$ cat src/rtl/hello_pkg.sv
// rtl/hello_pkg.sv - shared types and constants for the hello sequencer
// Contents: state_t FSM encoding, MSG_LEN, CR/LF characters, PASS_LEN.
// Build option: HELLO_SEQ_CRLF_EN appends CR LF to every pass (22 chars).
package hello_pkg;

   typedef enum logic [1:0] {
      ST_IDLE = 2'd0,
      ST_SEND = 2'd1,
      ST_GAP  = 2'd2,
      ST_DONE = 2'd3
   } state_t;

   localparam int         MSG_LEN = 20;
   localparam logic [7:0] CHAR_CR = 8'h0D;
   localparam logic [7:0] CHAR_LF = 8'h0A;

`ifdef HELLO_SEQ_CRLF_EN
   localparam int PASS_LEN = MSG_LEN + 2;
`else
   localparam int PASS_LEN = MSG_LEN;
`endif

endpackage

$ cat src/rtl/hello_msg_rom.sv
// rtl/hello_msg_rom.sv - combinational ROM holding "Hello World by Angad"
// Ports: i_index [4:0] character index, o_char [7:0] ASCII character
//        (8'h00 for indexes beyond the message).
module hello_msg_rom (
   input  logic [4:0] i_index,
   output logic [7:0] o_char
);

   always_comb begin
      o_char = 8'h00;
      case (i_index)
         5'd0:  o_char = 8'h48; // H
         5'd1:  o_char = 8'h65; // e
         5'd2:  o_char = 8'h6C; // l
         5'd3:  o_char = 8'h6C; // l
         5'd4:  o_char = 8'h6F; // o
         5'd5:  o_char = 8'h20;
         5'd6:  o_char = 8'h57; // W
         5'd7:  o_char = 8'h6F; // o
         5'd8:  o_char = 8'h72; // r
         5'd9:  o_char = 8'h6C; // l
         5'd10: o_char = 8'h64; // d
         5'd11: o_char = 8'h20;
         5'd12: o_char = 8'h62; // b
         5'd13: o_char = 8'h79; // y
         5'd14: o_char = 8'h20;
         5'd15: o_char = 8'h41; // A
         5'd16: o_char = 8'h6E; // n
         5'd17: o_char = 8'h67; // g
         5'd18: o_char = 8'h61; // a
         5'd19: o_char = 8'h64; // d
         default: o_char = 8'h00;
      endcase
   end

endmodule

$ cat src/rtl/hello_sequencer.sv
// rtl/hello_sequencer.sv - streams the hello message over a valid/ready handshake
// Parameters: GAP_CYCLES (0..255) idle cycles after each accepted character,
//             REPEATS (1..255) message passes per start.
// Ports: i_clock, i_reset (sync, active-high), i_start (one-cycle request),
//        i_ready (sink accepts), o_busy (not idle), o_valid/o_data [7:0]
//        (character presented), o_done (one-cycle end pulse),
//        o_count [7:0] (characters accepted in the current sequence).
// Build option: HELLO_SEQ_CRLF_EN appends CR LF to every pass.
module hello_sequencer
   import hello_pkg::*;
#(
   parameter int GAP_CYCLES = 0,
   parameter int REPEATS    = 1
) (
   input  logic       i_clock,
   input  logic       i_reset,
   input  logic       i_start,
   output logic       o_busy,
   output logic       o_valid,
   input  logic       i_ready,
   output logic [7:0] o_data,
   output logic       o_done,
   output logic [7:0] o_count
);

   localparam logic [4:0] LAST_IDX  = 5'(PASS_LEN - 1);
   localparam logic [7:0] LAST_PASS = 8'(REPEATS - 1);
   localparam logic [7:0] GAP_LOAD  = 8'((GAP_CYCLES > 0) ? GAP_CYCLES - 1 : 0);

   state_t     r_state;
   logic [4:0] r_index;
   logic [7:0] r_pass;
   logic [7:0] r_gap;
   logic [7:0] r_count;
   logic       r_busy;
   logic       r_valid;
   logic [7:0] r_data;
   logic       r_done;

   logic [4:0] w_next_idx;
   logic [4:0] w_rom_addr;
   logic [7:0] w_rom_char;
   logic [7:0] w_char;
   logic       w_last_char;
   logic       w_last_pass;
   logic       w_fire;

   assign w_last_char = (r_index == LAST_IDX);
   assign w_last_pass = (r_pass == LAST_PASS);
   assign w_next_idx  = w_last_char ? 5'd0 : r_index + 5'd1;
   assign w_fire      = r_valid & i_ready;

   // o_data is registered, so the ROM is addressed with the character that
   // will be presented next: index 0 on start, the following index on a
   // back-to-back transfer, the already-advanced index when leaving GAP.
   always_comb begin
      w_rom_addr = r_index;
      case (r_state)
         ST_IDLE: w_rom_addr = 5'd0;
         ST_SEND: w_rom_addr = w_next_idx;
         default: w_rom_addr = r_index;
      endcase
   end

   hello_msg_rom u_rom (
      .i_index (w_rom_addr),
      .o_char  (w_rom_char)
   );

`ifdef HELLO_SEQ_CRLF_EN
   always_comb begin
      w_char = w_rom_char;
      if (w_rom_addr == 5'(MSG_LEN))
         w_char = CHAR_CR;
      else if (w_rom_addr == 5'(MSG_LEN + 1))
         w_char = CHAR_LF;
   end
`else
   assign w_char = w_rom_char;
`endif

   always_ff @(posedge i_clock) begin
      if (i_reset) begin
         r_state <= ST_IDLE;
         r_index <= 5'd0;
         r_pass  <= 8'd0;
         r_gap   <= 8'd0;
         r_count <= 8'd0;
         r_busy  <= 1'b0;
         r_valid <= 1'b0;
         r_data  <= 8'd0;
         r_done  <= 1'b0;
      end else begin
         case (r_state)
            ST_IDLE: begin
               if (i_start) begin
                  r_state <= ST_SEND;
                  r_index <= 5'd0;
                  r_pass  <= 8'd0;
                  r_count <= 8'd0;
                  r_busy  <= 1'b1;
                  r_valid <= 1'b1;
                  r_data  <= w_char;
               end
            end
            ST_SEND: begin
               if (w_fire) begin
                  r_count <= r_count + 8'd1;
                  r_index <= w_next_idx;
                  if (w_last_char)
                     r_pass <= r_pass + 8'd1;
                  // The final character of the final pass skips the gap.
                  if (w_last_char && w_last_pass) begin
                     r_state <= ST_DONE;
                     r_valid <= 1'b0;
                     r_data  <= 8'd0;
                     r_done  <= 1'b1;
                  end else if (GAP_CYCLES != 0) begin
                     r_state <= ST_GAP;
                     r_gap   <= GAP_LOAD;
                     r_valid <= 1'b0;
                     r_data  <= 8'd0;
                  end else begin
                     r_data  <= w_char;
                  end
               end
            end
            ST_GAP: begin
               if (r_gap == 8'd0) begin
                  r_state <= ST_SEND;
                  r_valid <= 1'b1;
                  r_data  <= w_char;
               end else begin
                  r_gap <= r_gap - 8'd1;
               end
            end
            ST_DONE: begin
               r_state <= ST_IDLE;
               r_done  <= 1'b0;
               r_busy  <= 1'b0;
            end
            default: r_state <= ST_IDLE;
         endcase
      end
   end

   assign o_busy  = r_busy;
   assign o_valid = r_valid;
   assign o_data  = r_data;
   assign o_done  = r_done;
   assign o_count = r_count;

endmodule

$ cat config.mk
export PLATFORM = sky130hd
export DESIGN_NAME = hello_sequencer
export DESIGN_NICKNAME = d
export VERILOG_FILES = /design/src/rtl/hello_pkg.sv /design/src/rtl/hello_msg_rom.sv /design/src/rtl/hello_sequencer.sv
export SDC_FILE = /design/constraint.sdc
export NUM_CORES = 1
export LEC_CHECK = 0
export CAP_MARGIN = 20
export CORE_ASPECT_RATIO = 0.6
export CORE_MARGIN = 3
export CORE_UTILIZATION = 61
export CTS_CLUSTER_DIAMETER = 200
export DETAILED_ROUTE_END_ITERATION = 7
export PLACE_DENSITY_LB_ADDON = 0.2
export SETUP_SLACK_MARGIN = 0.1
export SLEW_MARGIN = 40
export SYNTH_ARGS = -nofsm -noshare
export SYNTH_HDL_FRONTEND = slang
export SYNTH_SLANG_ARGS = --single-unit
$ cat constraint.sdc
create_clock -name i_clock -period 8.25 [get_ports i_clock]
set_clock_uncertainty 0.15 [all_clocks]
set_input_delay 0.825 -clock i_clock [delete_from_list [all_inputs] [get_ports i_clock]]
set_output_delay 0.825 -clock i_clock [all_outputs]
set_load 0.01 [all_outputs]
### After elaboration in Yosys (flattened, before gate mapping)

Memories as Yosys holds them, arrays and structs flattened.
Cells that the tools add are included.

| cells by class | value |
|---|---|
| add/sub/neg operators | 4 |
| equality and inequality tests | 9 |
| muxes and demuxes | 30 |
| bitwise gates (word level) | 2 |
| reduce and logical (&&, ||, !) cells | 16 |

Operators by type and width:

| cell | count |
|---|---|
| $mux W8 | 8 |
| $pmux W8 S2 | 2 |
| $pmux W8 S3 | 1 |
| $pmux W5 S2 | 2 |
| $add A8 B1 Y8 const B | 2 |
| $logic_not A8 Y1 | 2 |
| $mux W5 | 3 |
| $reduce_and A4 Y1 | 3 |
| $ne A2 B2 Y1 const B | 5 |
| $mux W2 | 4 |
| $pmux W2 S4 | 1 |
| $sub A8 B1 Y8 const B | 1 |
| $mux W1 | 6 |
| $reduce_and A3 Y1 | 2 |
| $reduce_bool A2 Y1 | 3 |
| $add A5 B1 Y5 const B | 1 |
| $eq A5 B5 Y1 const B | 1 |
| $reduce_and A5 Y1 | 1 |
| $eq A2 B2 Y1 const B | 2 |
| $pmux W1 S2 | 2 |
| $reduce_and A2 Y1 | 2 |
| $pmux W1 S3 | 1 |
| $reduce_bool A3 Y1 | 1 |
| $eq A2 B1 Y1 const B | 1 |
| 4 further kinds | 4 |

| word-level totals | value |
|---|---|
| flip-flop bits (word level) | 42 |
| ROM bits | 224 |
| bits of input ports | 4 |
| output and inout bits | 19 |
| logic and storage cells | 71 |
| memories kept | 1 |

Memories:

| memory | words | bits a word | rd ports | clocked after Yosys merged registers in | wr ports | line | text |
|---|---|---|---|---|---|---|---|
| (no name shown) | 32 | 7 | 1 | 0 | 0 | hello_msg_rom.sv:11 | `case (i_index)` |

### Logic depth before layout (Yosys ltp)

Gate-level depths: netlist of run 1.
An unclocked memory read counts as a cell.

| logic depth | value |
|---|---|
| depth in word-level cells | 7 |
| mapped depth | 11 |
| mapped depth without buffers | 11 |

### By module

Synthesis of run 1 repeated with hierarchy kept, for this count alone.

| unflattened totals | value |
|---|---|
| cells, all modules | 301 |
| area total of the unflattened synthesis | 2476.1 um^2 |

Modules (own cells, without submodules):

| module | times used | cells an instance | area an instance (um^2) | seq. area each (um^2) |
|---|---|---|---|---|
| hello_sequencer | 1 | 254 | 2172.1 | 840.8 |
| hello_msg_rom | 1 | 47 | 304.0 | 0.0 |

### Worst setup path before layout of run 1

OpenSTA, ideal clock, no wires.

| timing path | value |
|---|---|
| kind | reg-to-reg |
| start | reg r_index[0] |
| end | reg r_data[6], in the netlist o_data[6] |
| setup time | 0.075 ns |
| arrival time | 2.368 ns |
| data required time | 8.025 ns |
| slack | 5.657 ns |
| stages on the path, launching flop included | 10 |
| path buffers | 0 |
| period minus slack after synthesis | 2.593 ns |
| path through | dfxtp_1 > ha_1 > and4bb_2 > nor2_1 > a22oi_1 > inv_1 > ha_1 > mux2_1 > a221o_1 > a31oi_1 |

| between the ends | value |
|---|---|
| longest elaborated chain between the ends | 7 |
| elaborated cells between the ends (all ways) | 11 |
| those cells by class | 1 x add/sub; 1 x eq/ne; 7 x mux; 1 x reduce/logical; 1 x memory |

Ends and longest elaborated chain:

| element | line | text |
|---|---|---|
| start: declaration | hello_sequencer.sv:31 | `logic [4:0] r_index;` |
| start signal: assignment | hello_sequencer.sv:109 | `r_index <= w_next_idx;` |
| $add A5 B1 Y5 / $eq A5 B5 Y1 (equally long branches) | hello_sequencer.sv:50, hello_sequencer.sv:48 |  |
| $mux W5 | hello_sequencer.sv:50 | `assign w_next_idx = w_last_char ? 5'd0 : r_index + 5'd1;` |
| $pmux W5 S2 | hello_sequencer.sv:58 | `case (r_state)` |
| $mem_v2 Z32 W7 | - |  |
| $mux W8 | hello_sequencer.sv:113 | `if (w_last_char && w_last_pass) begin` |
| $mux W8 | hello_sequencer.sv:107 | `if (w_fire) begin` |
| $pmux W8 S3 * | hello_sequencer.sv:94 | `case (r_state)` |
| end signal: assignment | hello_sequencer.sv:103 | `r_data <= w_char;` |
| end signal: assignment | hello_sequencer.sv:124 | `r_data <= w_char;` |
| end signal: assignment | hello_sequencer.sv:132 | `r_data <= w_char;` |
| end: declaration | hello_sequencer.sv:37 | `logic [7:0] r_data;` |

Mark *: on every way between the ends. The rest lies on a longest branch, timed or not. The select of a mux whose other input is x is not followed.
A chain may end at the register's enable or synchronous reset.

### Worst setup path after layout of run 1

Ends and elaborated chain as after synthesis.

==> metrics.cfg, run 1 <==
[global_route]
grt-ovfl-total=0
grt_max_degree=31
grt_use_total_pct=22.91
grt_antenna_before_repair=0
grt_pass1_vias=1759
grt_pass1_wl_mm=8.217

[clock_tree]
h-tree-depth=2
cts_root_buf=clkbuf_8
numCtsBuffers=5
cts_setup_buffers=0
hold_buffers=0
cts_sinks=41
ctsResizeCount=0
cts_tree=done
clockBufferDepth=2
clock_latency_ns=0.29
clkTransAtPathRegs_ns=0.08

[timing]
max_slew.worst_pin.slew_ns=0.7112
setup_ws_ns=5.264
hold_violations=0
relSlewSlack_pct=52.58
rsz0062_at_grt=false
slew_violations=0
setup_violations=0
fin_crit_ns=2.986
fmax_mhz=334.9
setup_tns_ns=0
min_period_over_period_pct=36.20

[detailed_routing]
routed_wl_mm=4.966
vias=2007
drc=0
drtAntennaViolNets=0
drt-initial-drc-count=146
wl_per_cell_um=14.69
via_per_inst=5.938
drtPass1Iterations=5

[cells_and_area]
final_core_util_pct=76.75
n_antenna_cell=0
final_net_count=307
instances_no_fill=338
drive_gt1_share_pct=7.167
finalInstanceArea_um2=2628
layout-area-overhead-vs-synth_pct=14.19

[placed_design]
numPortBuffers=21
placed_cell_area_um2=2507
hpwlAfterDp_mm=3.463
post-place-ws_ns=5.270
dp.cells=330
globalplace.congestion=0.8817

[synth]
synth.top_cell.area_share_pct=35.67
synth_top_cell_by_area=dfxtp_1
synthCells=276
synth_ff_type=dfxtp_1
ys_ff_latch=41
yosysSeqAreaShare_pct=35.67
syn_area_um2=2301
synthTopCellsByArea=dfxtp_1 36%, nor2_1 6.4%, ha_1 6.0%
synth_nets=291
yosys_warnings=0
async_reset_ff_share_pct=0
synth_edf_count=0
syn_area_per_cell_um2=8.337
synth_cell_types=52

[setup_path]
worstPathMaxFanout=8
cpPeakStageDelay_ns=0.44
cpMaxStageDelayCell=dfxtp_1
path_cells=ha_1, and4bb_2, nor2_1, a22oi_1, inv_1, ha_1, mux2_1, a221o_1, a31oi_1
ff2ff_path_depth=9
required_ns=8.33
start_kind=register
critPathCaptureType=register
r2r_slack_ns=5.26
cpMostUsedCell=ha_1
cp.arrival_ns=3.06
worstSetupPathType=register to register
timing.rr.end=o_data[6]
r2r_start=r_index[0]

[power]
p_per_area_nw_per_um2=158.5
ir_drop_mv=0.1231
p_leak_nw=0.9386

[floorplanning]
coreArea_um2=3423
die_h_um=53.58
die_x_um=85.29
ios=23
rows=16
die_area_um2=4569
initial_utilization_pct=67.21

[job]
cap_violations=0

[min_path]
hp-class=register to register
worstHoldStart=o_data[4]
min_to=o_data[4]
whs_path_depth=2

[status]
status=complete, no violations

-- worst max-delay path: cells and delay by family, from the launching register on --
family	cells	cell delay (ns)
DFF	1	0.44
muxes	1	0.31
adders and majority gates	2	0.67
buffers and inverters	1	0.15
and+or+nand+nor	2	0.41
AOI/OAI and AO/OA	3	0.80
-- cell usage after synthesis, types with 4 or more instances --
cell type	count
and3_1	4
clkbuf_1	6
dfxtp_1	41
xor2_1	13
inv_1	11
nor2b_1	4
nand2_1	18
nor2_1	39
nand3_1	11
o21ai_0	9
or3_1	7
a21oi_1	22
nor3_1	6
nand2b_1	6
a21o_1	4
a211oi_1	4
xnor2_1	4
nand4_1	5
ha_1	11
-- how the worst max path moves through the flow --
stage | start | endpoint | cells past startpoint | slack, ns
floorplan | r_index[0] | o_data[6] | 9 | 5.66
global placement | i_ready | o_data[0] | 7 | 5.31
detailed placement | i_ready | r_pass[7] | 6 | 5.27
CTS | r_index[0] | o_data[6] | 9 | 5.30
global route | r_index[0] | o_data[6] | 9 | 5.11
finish | r_index[0] | o_data[6] | 9 | 5.26
-- per-stage QoR --
stage	hold slack [ns]	total power, mW
2_1_floorplan	0.3080	0.2358
3_3_place_gp	0.2946	0.2481
3_5_place_dp	0.3004	0.2489
4_1_cts	0.3115	0.4166
5_1_grt	0.3249	0.4301
6_report	0.3122	0.4166
-- cells in the final DEF, fill, tap and decap left out, drive strengths merged, types with 7 or more instances in the layout --
cell,n
o21ai,12
clkbuf,7
nand3,11
xor2,13
a21oi,23
or3,8
inv,11
dfxtp,41
ha,11
nand2,18
clkdlybuf4s50,21
nand2b,8
nor2,39
-- routing by layer --
layer,part of all wire [%],GRT usage [%],wire (um)
met1,49,32.84,2427
met2,41,33.12,2044
met3,9.4,7.645,465
met4,0.56,5.526,28
met5,0,0,0
-- registers in the layout (all words and copies together), names as in the netlist --
register	flops
r_state	2
o_count	8
o_data	7
r_pass	8
o_valid	1
r_gap	8
r_index	5
o_done	1
o_busy	1
-- cell families (layout without fill, tap and decap cells) --
kind of cell / after synthesis / count (layout) / share of synthesized area [%]
simple gates: 117 / 117 / 27.51
xor+xnor: 17 / 17 / 6.471
fa+ha+maj: 11 / 11 / 5.981
buf+inv: 24 / 41 / 4.894
mux: 4 / 4 / 1.794
other cells: 1 / 1 / 0.1630
compound gates: 61 / 61 / 17.51
flops: 41 / 41 / 35.67
-- area by class of cell --
cell class | count | area [um^2]
clock inverters | 1 | 30.03
flip-flops and latches | 41 | 820.8
clock buffers | 7 | 86.33
fillers | 253 | 795.8
inverters | 11 | 41.29
well taps | 45 | 56.30
repair buffers | 22 | 217.7
multi-input cells | 211 | 1375
-- where the power goes --
part	switching [mW]	leakage (nW)	internal (mW)	total (mW)
Combinational	0.0223	0.548	0.0166	0.0389
Clock	0.0726	0.0585	0.0988	0.171
Sequential	0.00468	0.332	0.202	0.206
No activity file was read; power rests on OpenSTA's default activity.
==> run 2, diff against run 1 <==
--- a/config.mk
+++ b/config.mk
@@ -8,7 +8,7 @@
 export CAP_MARGIN = 20
 export CORE_ASPECT_RATIO = 0.6
 export CORE_MARGIN = 3
-export CORE_UTILIZATION = 61
+export CORE_UTILIZATION = 51
 export CTS_CLUSTER_DIAMETER = 200
 export DETAILED_ROUTE_END_ITERATION = 7
 export PLACE_DENSITY_LB_ADDON = 0.2
==> constraint.sdc (replaced) <==
create_clock -name i_clock -period 2.5 [get_ports i_clock]
set_clock_uncertainty 0.15 [all_clocks]
set_input_delay 0.25 -clock i_clock [delete_from_list [all_inputs] [get_ports i_clock]]
set_output_delay 0.25 -clock i_clock [all_outputs]
set_load 0.01 [all_outputs]
==> run 2 against run 1 <==
Clock power increased to 3.3 times the previous value. Clock-buffer cell count unchanged. Non-clock buffer count increased by 23. Routed wire length increased by 10%. Combinational power increased to 4.2 times the previous value. Sequential cell count unchanged. First-iteration DRC count increased by 8.2%. Utilization decreased by 8.3 points. Power increased to 3.4 times the previous value. Die area increased by 18%. Critical endpoint unchanged.
==> metrics.cfg, run 2 (synthesis gave the netlist of run 1 again) <==
[detailed_routing]
drc=0  ; unchanged
routed_wl_mm=5.468  ; was 4.966 mm
drtPass1Iterations=5  ; unchanged
vias=2139  ; was 2007
via_per_inst=5.689  ; was 5.938
drtAntennaViolNets=0  ; unchanged
wl_per_cell_um=14.54  ; was 14.69 um
drt-initial-drc-count=158  ; was 146

[placed_design]
placed_cell_area_um2=2661  ; was 2507 um^2
hpwlAfterDp_mm=3.901  ; was 3.463 mm
dp.cells=361  ; was 330
globalplace.congestion=0.9069  ; was 0.8817
numPortBuffers=21  ; unchanged

[clock_tree]
clock_latency_ns=0.30  ; was 0.29 ns
h-tree-depth=2  ; unchanged
cts_sinks=41  ; unchanged
numCtsBuffers=5  ; unchanged
clockBufferDepth=2  ; unchanged
clkTransAtPathRegs_ns=0.08  ; about the same
hold_buffers=0  ; unchanged
cts_root_buf=clkbuf_8  ; unchanged
cts_tree=done  ; unchanged

[setup_path]
required_ns=2.58  ; was 8.33 ns
critPathCaptureType=register  ; unchanged
worstSetupPathType=register to register  ; unchanged
cp.arrival_ns=2.42  ; was 3.06 ns
worstPathMaxFanout=5  ; was 8
start_kind=register  ; unchanged

[cells_and_area]
multiInputGateArea_um2=1445  ; was 1375 um^2
final_net_count=330  ; was 307
drive_gt1_share_pct=17.09  ; was 7.167%
seq_area_um2=828.3  ; was 820.8 um^2
n_antenna_cell=0  ; unchanged
n_fill_cell=341  ; was 253
most-common-layout-cells=39 x dfxtp_1, 38 x nor2_1, 24 x buf_4  ; was 41 x dfxtp_1, 39 x nor2_1, 22 x a21oi_1
finalInstanceArea_um2=2897  ; was 2628 um^2
layout-area-overhead-vs-synth_pct=25.88  ; was 14.19%
final_common_cell=dfxtp_1  ; unchanged
final_core_util_pct=68.41  ; was 76.75%
instances_no_fill=376  ; was 338

[timing]
hold_violations=0  ; unchanged
min_period_over_period_pct=93.38  ; was 36.20%
rsz0062_at_grt=false  ; unchanged
slew_violations=0  ; unchanged
fin_crit_ns=2.335  ; was 2.986 ns
max_slew.worst_pin.slew_ns=0.6172  ; was 0.7112 ns
setup_violations=0  ; unchanged
relSlewSlack_pct=58.58  ; was 52.58%
fmax_mhz=428.4  ; was 334.9 MHz

[global_route]
grt_pass1_vias=1908  ; was 1759
grt-ovfl-total=0  ; unchanged
grt_max_degree=17  ; was 31
grt_use_total_pct=21.12  ; was 22.91%
grt_pass1_wl_mm=8.921  ; was 8.217 mm
grt_antenna_before_repair=0  ; unchanged

[floorplanning]
initial_utilization_pct=54.34  ; was 67.21%
coreArea_um2=4234  ; was 3423 um^2
ios=23  ; unchanged
rows=18  ; was 16
die_area_um2=5380  ; was 4569 um^2
die_h_um=58.03  ; was 53.58 um
die_x_um=92.72  ; was 85.29 um

[power]
total_power_mw=1.402  ; was 0.4166 mW
ir_drop_mv=0.2965  ; was 0.1231 mV
p_per_area_nw_per_um2=484.0  ; was 158.5 nW/um^2
p_leak_nw=1.052  ; was 0.9386 nW

[status]
status=complete, no violations  ; unchanged

[min_path]
hp-class=register to register  ; unchanged

[job]
cap_violations=0  ; unchanged

## run 2: metal layers
layer	global-route usage [%]	part of all wire, %	up-vias
li1	-	-	1047
met2	30.00	41	88
met3	4.410	6.7	17
met1	30.50	49	987
met5	0	0	-
met4	10.44	2.5	0
## run 2: worst paths after layout
kind	depth (start not counted)	start	endpoint	slack, ns
setup reg to reg	9	r_index[0]	o_data[6]	0.17
setup / recovery	9	r_index[0]	o_data[6]	0.17
hold reg to reg	2	o_data[4]	o_data[4]	0.31
hold / removal	2	o_data[4]	o_data[4]	0.31
## run 2: per-stage QoR
step                hold WS (ns)  setup slack (ns)   TNS [ns]
global placement          0.2950            0.1520          0
floorplan                 0.2927            0.1329          0
finish                    0.3068            0.1655          0
CTS                       0.3115            0.1014          0
global route              0.3446           0.06684          0
detailed placement        0.2998         -0.004282  -0.004282
## run 2: final cells by class
type / count / area share, %
clock buffer: 7 / 2.981
clock inverter: 1 / 1.037
inverter: 11 / 1.425
multi-input combinational: 211 / 49.89
sequential: 41 / 28.60
tap: 60 / 2.592
timing repair buffer: 45 / 13.48
## run 2: worst max-delay path: stages (launching register included)
cell	delay [ns]
dfxtp_4	0.39
ha_4	0.14
and4bb_2	0.28
nor2_4	0.06
a22oi_2	0.25
inv_2	0.13
ha_4	0.18
mux2_4	0.26
a221o_1	0.29
a31oi_1	0.13
## run 2: report_power, final
group	internal, mW	total (mW)	switching (mW)
logic	0.0748	0.165	0.0899
clock network	0.326	0.560	0.235
registers	0.664	0.677	0.0126
## run 2: repair_timing
item                                    CTS  global route
resized for setup                         4            12
endpoints found under the setup margin    3             7
pin swaps                                 1             4
setup buffers                             3             4
gates cloned                              0             0
==> run 3, diff against run 2 <==
--- a/config.mk
+++ b/config.mk
@@ -8,7 +8,7 @@
 export CAP_MARGIN = 20
 export CORE_ASPECT_RATIO = 0.6
 export CORE_MARGIN = 3
-export CORE_UTILIZATION = 51
+export CORE_UTILIZATION = 52
 export CTS_CLUSTER_DIAMETER = 200
 export DETAILED_ROUTE_END_ITERATION = 7
 export PLACE_DENSITY_LB_ADDON = 0.2
@@ -16,4 +16,5 @@
 export SLEW_MARGIN = 40
 export SYNTH_ARGS = -nofsm -noshare
 export SYNTH_HDL_FRONTEND = slang
+export SYNTH_HIERARCHICAL = 1
 export SYNTH_SLANG_ARGS = --single-unit
==> constraint.sdc (replaced) <==
create_clock -name i_clock -period 2.5 [get_ports i_clock]
set_clock_uncertainty 0.15 [all_clocks]
set_input_delay 0.25 -clock i_clock [delete_from_list [all_inputs] [get_ports i_clock]]
set_output_delay 0.25 -clock i_clock [all_outputs]
set_load 0.005 [all_outputs]
==> run 3 against run 2 <==
The flow now finishes with violations (setup timing). Worst setup slack got worse by 0.25 ns. Power down 7.2%. Hold slack improved by 0.0086 ns. Largest power group unchanged.
==> metrics.cfg, run 3 <==
[status]
status=complete, but fails checks  ; was complete, no violations
violations=setup timing

[timing]
hold_violations=0  ; unchanged
fmax_mhz=387.2  ; was 428.4 MHz
rsz0062_at_grt=true  ; was false
slew_violations=0  ; unchanged
max_slew.worst_pin.slew_ns=0.5242  ; was 0.6172 ns
min_period_over_period_pct=103.3  ; was 93.38%
setup_ws_ns=-0.08297  ; was 0.1655 ns
fin_crit_ns=2.583  ; was 2.335 ns
relSlewSlack_pct=65.05  ; was 58.58%
setup_violations=1  ; was 0

[synth]
ys_ff_latch=42  ; was 41
synth_ff_type=dfxtp_1  ; unchanged
synth_compound_area_share_pct=22.18  ; was 17.51%
synthCells=301  ; was 276
synthTopCellsByArea=dfxtp_1 34%, ha_1 5.6%, a21oi_1 5.5%  ; was dfxtp_1 36%, nor2_1 6.4%, ha_1 6.0%
synth_nets=316  ; was 291
synth_cell_types=57  ; was 52
synthMuxAreaShare_pct=2.931  ; was 1.794%
syn_area_per_cell_um2=8.226  ; was 8.337 um^2
yosysSeqAreaShare_pct=33.96  ; was 35.67%
synthTopCellsByCount=42 x dfxtp_1, 30 x nor2_1, 27 x a21oi_1  ; was 41 x dfxtp_1, 39 x nor2_1, 22 x a21oi_1
async_reset_ff_share_pct=0  ; unchanged
yosys.area_share.simple_pct=24.76  ; was 27.51%
synth.most_common_cell=dfxtp_1  ; unchanged
synth_top_cell_by_area=dfxtp_1  ; unchanged
synth.top_cell.area_share_pct=33.96  ; was 35.67%
yosys_warnings=6  ; was 0
synth_xor_area_share_pct=4.245  ; was 6.471%
syn_area_um2=2476  ; was 2301 um^2
synth_edf_count=0  ; unchanged
synth_top_family_by_area=simple AND/OR/NAND/NOR gates  ; unchanged
synth_fa_ha_area_share_pct=5.558  ; was 5.982%

[clock_tree]
numCtsBuffers=5  ; unchanged
hold_buffers=0  ; unchanged
cts_root_buf=clkbuf_8  ; unchanged
cts_tree=done  ; unchanged
cts_sinks=42  ; was 41
h-tree-depth=2  ; unchanged
clock_latency_ns=0.30  ; about the same
clockBufferDepth=2  ; unchanged
clkTransAtPathRegs_ns=0.08  ; about the same

[detailed_routing]
drt-initial-drc-count=342  ; was 158
drc=0  ; unchanged
vias=2574  ; was 2139
drtPass1Iterations=6  ; was 5
drtAntennaViolNets=0  ; unchanged
via_per_inst=6.419  ; was 5.689
wl_per_cell_um=18.65  ; was 14.54 um
routed_wl_mm=7.480  ; was 5.468 mm

[setup_path]
worstPathMaxFanout=11  ; was 5
critPathCaptureType=register  ; unchanged
required_ns=2.58  ; about the same
r2r_slack_ns=-0.08  ; was 0.17 ns
crit_path_start=r_state[0]  ; was r_index[0]
cp.arrival_ns=2.66  ; was 2.42 ns
timing.rr.end=o_data[2]  ; was o_data[6]
start_kind=register  ; unchanged
ff2ff_path_depth=11  ; was 9
r2r_start=r_state[0]  ; was r_index[0]
worstSetupPathType=register to register  ; unchanged

[placed_design]
post-place-ws_ns=0.009183  ; was -0.004282 ns
hpwlAfterDp_mm=4.598  ; was 3.901 mm
globalplace.congestion=0.8978  ; was 0.9069
numPortBuffers=22  ; was 21
placed_cell_area_um2=2875  ; was 2661 um^2

[cells_and_area]
finalInstanceArea_um2=3114  ; was 2897 um^2
layout-area-overhead-vs-synth_pct=25.77  ; was 25.88%
most-common-layout-cells=37 x dfxtp_1, 30 x buf_4, 29 x nor2_1  ; was 39 x dfxtp_1, 38 x nor2_1, 24 x buf_4
drive_gt1_share_pct=21.41  ; was 17.09%
n_fill_cell=327  ; was 341
final_net_count=356  ; was 330
final_common_cell=dfxtp_1  ; unchanged
n_antenna_cell=0  ; unchanged

[global_route]
grt_pass1_wl_mm=10.78  ; was 8.921 mm
grt_max_degree=18  ; was 17
grt_antenna_before_repair=0  ; unchanged
grt-ovfl-total=0  ; unchanged
grt_use_total_pct=24.40  ; was 21.12%
grt_pass1_vias=2207  ; was 1908

[floorplanning]
rows=18  ; unchanged
die_h_um=59.45  ; was 58.03 um
die_x_um=95.09  ; was 92.72 um
coreArea_um2=4347  ; was 4234 um^2
ios=23  ; unchanged
initial_utilization_pct=56.97  ; was 54.34%
die_area_um2=5653  ; was 5380 um^2

[min_path]
whs_path_depth=2  ; unchanged
worstHoldStart=o_data[7]  ; was o_data[4]
min_to=o_data[7]  ; was o_data[4]
hp-class=register to register  ; unchanged

[job]
cap_violations=0  ; unchanged

[power]
p_per_area_nw_per_um2=417.8  ; was 484.0 nW/um^2
p_leak_nw=1.122  ; was 1.052 nW
ir_drop_mv=0.2846  ; was 0.2965 mV

## run 3: cell count changes in the layout (fill, tap and decap cells not counted), moves of 4 or more
cell and change:
dfxtp_2 +4, buf_4 +6, nor2_1 -9, xor2_1 -4, o211ai_1 +8, a21oi_1 +5, nand3_1 +5, a21o_1 -4
## run 3: worst max-delay path by stage
stage / depth (start not counted) / endpoint / slack [ns]
after floorplan: 11 / o_data[3] / 0.12
after global placement: 12 / o_data[3] / 0.11
after detailed placement: 11 / o_data[2] / 0.009
after CTS: 13 / o_data[2] / 0.07
after global routing: 11 / o_data[2] / -0.11
final: 11 / o_data[2] / -0.08
## run 3: kinds of logic after synthesis
kind of cell    Yosys count
fa+ha+maj                11
mux                       7
other cells               1
buf+inv                  33
xor+xnor                 12
simple gates            113
flops                    42
compound gates           82
## run 3: stage by stage
stage / hold slack (ns) / power (mW) / utilization [%] / std cells / TNS [ns]
6_report: 0.3154 / 1.301 / 71.65 / 401 / -0.08297
5_1_grt: 0.3372 / 1.356 / 71.65 / 401 / -0.3851
4_1_cts: 0.3159 / 1.289 / 68.68 / 396 / 0
3_5_place_dp: 0.3088 / 0.8705 / 66.15 / 388 / 0
3_3_place_gp: 0.3019 / 0.8678 / 66.15 / 388 / 0
2_1_floorplan: 0.2695 / 0.7981 / - / 301 / 0
## run 3: layer usage
layer  vias up  GRT usage [%]  wire [um]
li1       1169              -          -
met1      1209          36.53       3341
met2       164          35.62       3253
met3        32          5.076        679
met4         0          5.749        206
met5         -              0          0
## run 3: worst max-delay path: stages (launching register included)
cell	delay [ns]
dfxtp_1	0.34
buf_4	0.17
inv_1	0.20
nor2_1	0.11
o21ai_0	0.19
o21ai_0	0.13
buf_4	0.20
or2_4	0.26
or3_4	0.36
o311ai_4	0.07
o211ai_1	0.16
a21oi_1	0.16
## run 3: layout make-up
cell class,instances,area (um^2),area share [%]
Sequential cell,42,849.6,27.28
Inverter,13,48.80,1.567
Timing Repair Buffer,53,465.4,14.95
Clock inverter,1,7.507,0.2411
Multi-Input combinational cell,226,1595,51.23
Tap cell,60,75.07,2.411
Clock buffer,6,72.57,2.330
## run 3: power breakdown
part | internal [mW] | switching, mW
Clock | 0.192 | 0.232
Sequential | 0.681 | 0.0119
Combinational | 0.0819 | 0.103
## run 3: timing repair
action	in CTS	in global routing
pin swaps	5	10
setup endpoints to repair	3	8
resized for setup	10	19
buffers inserted	1	5
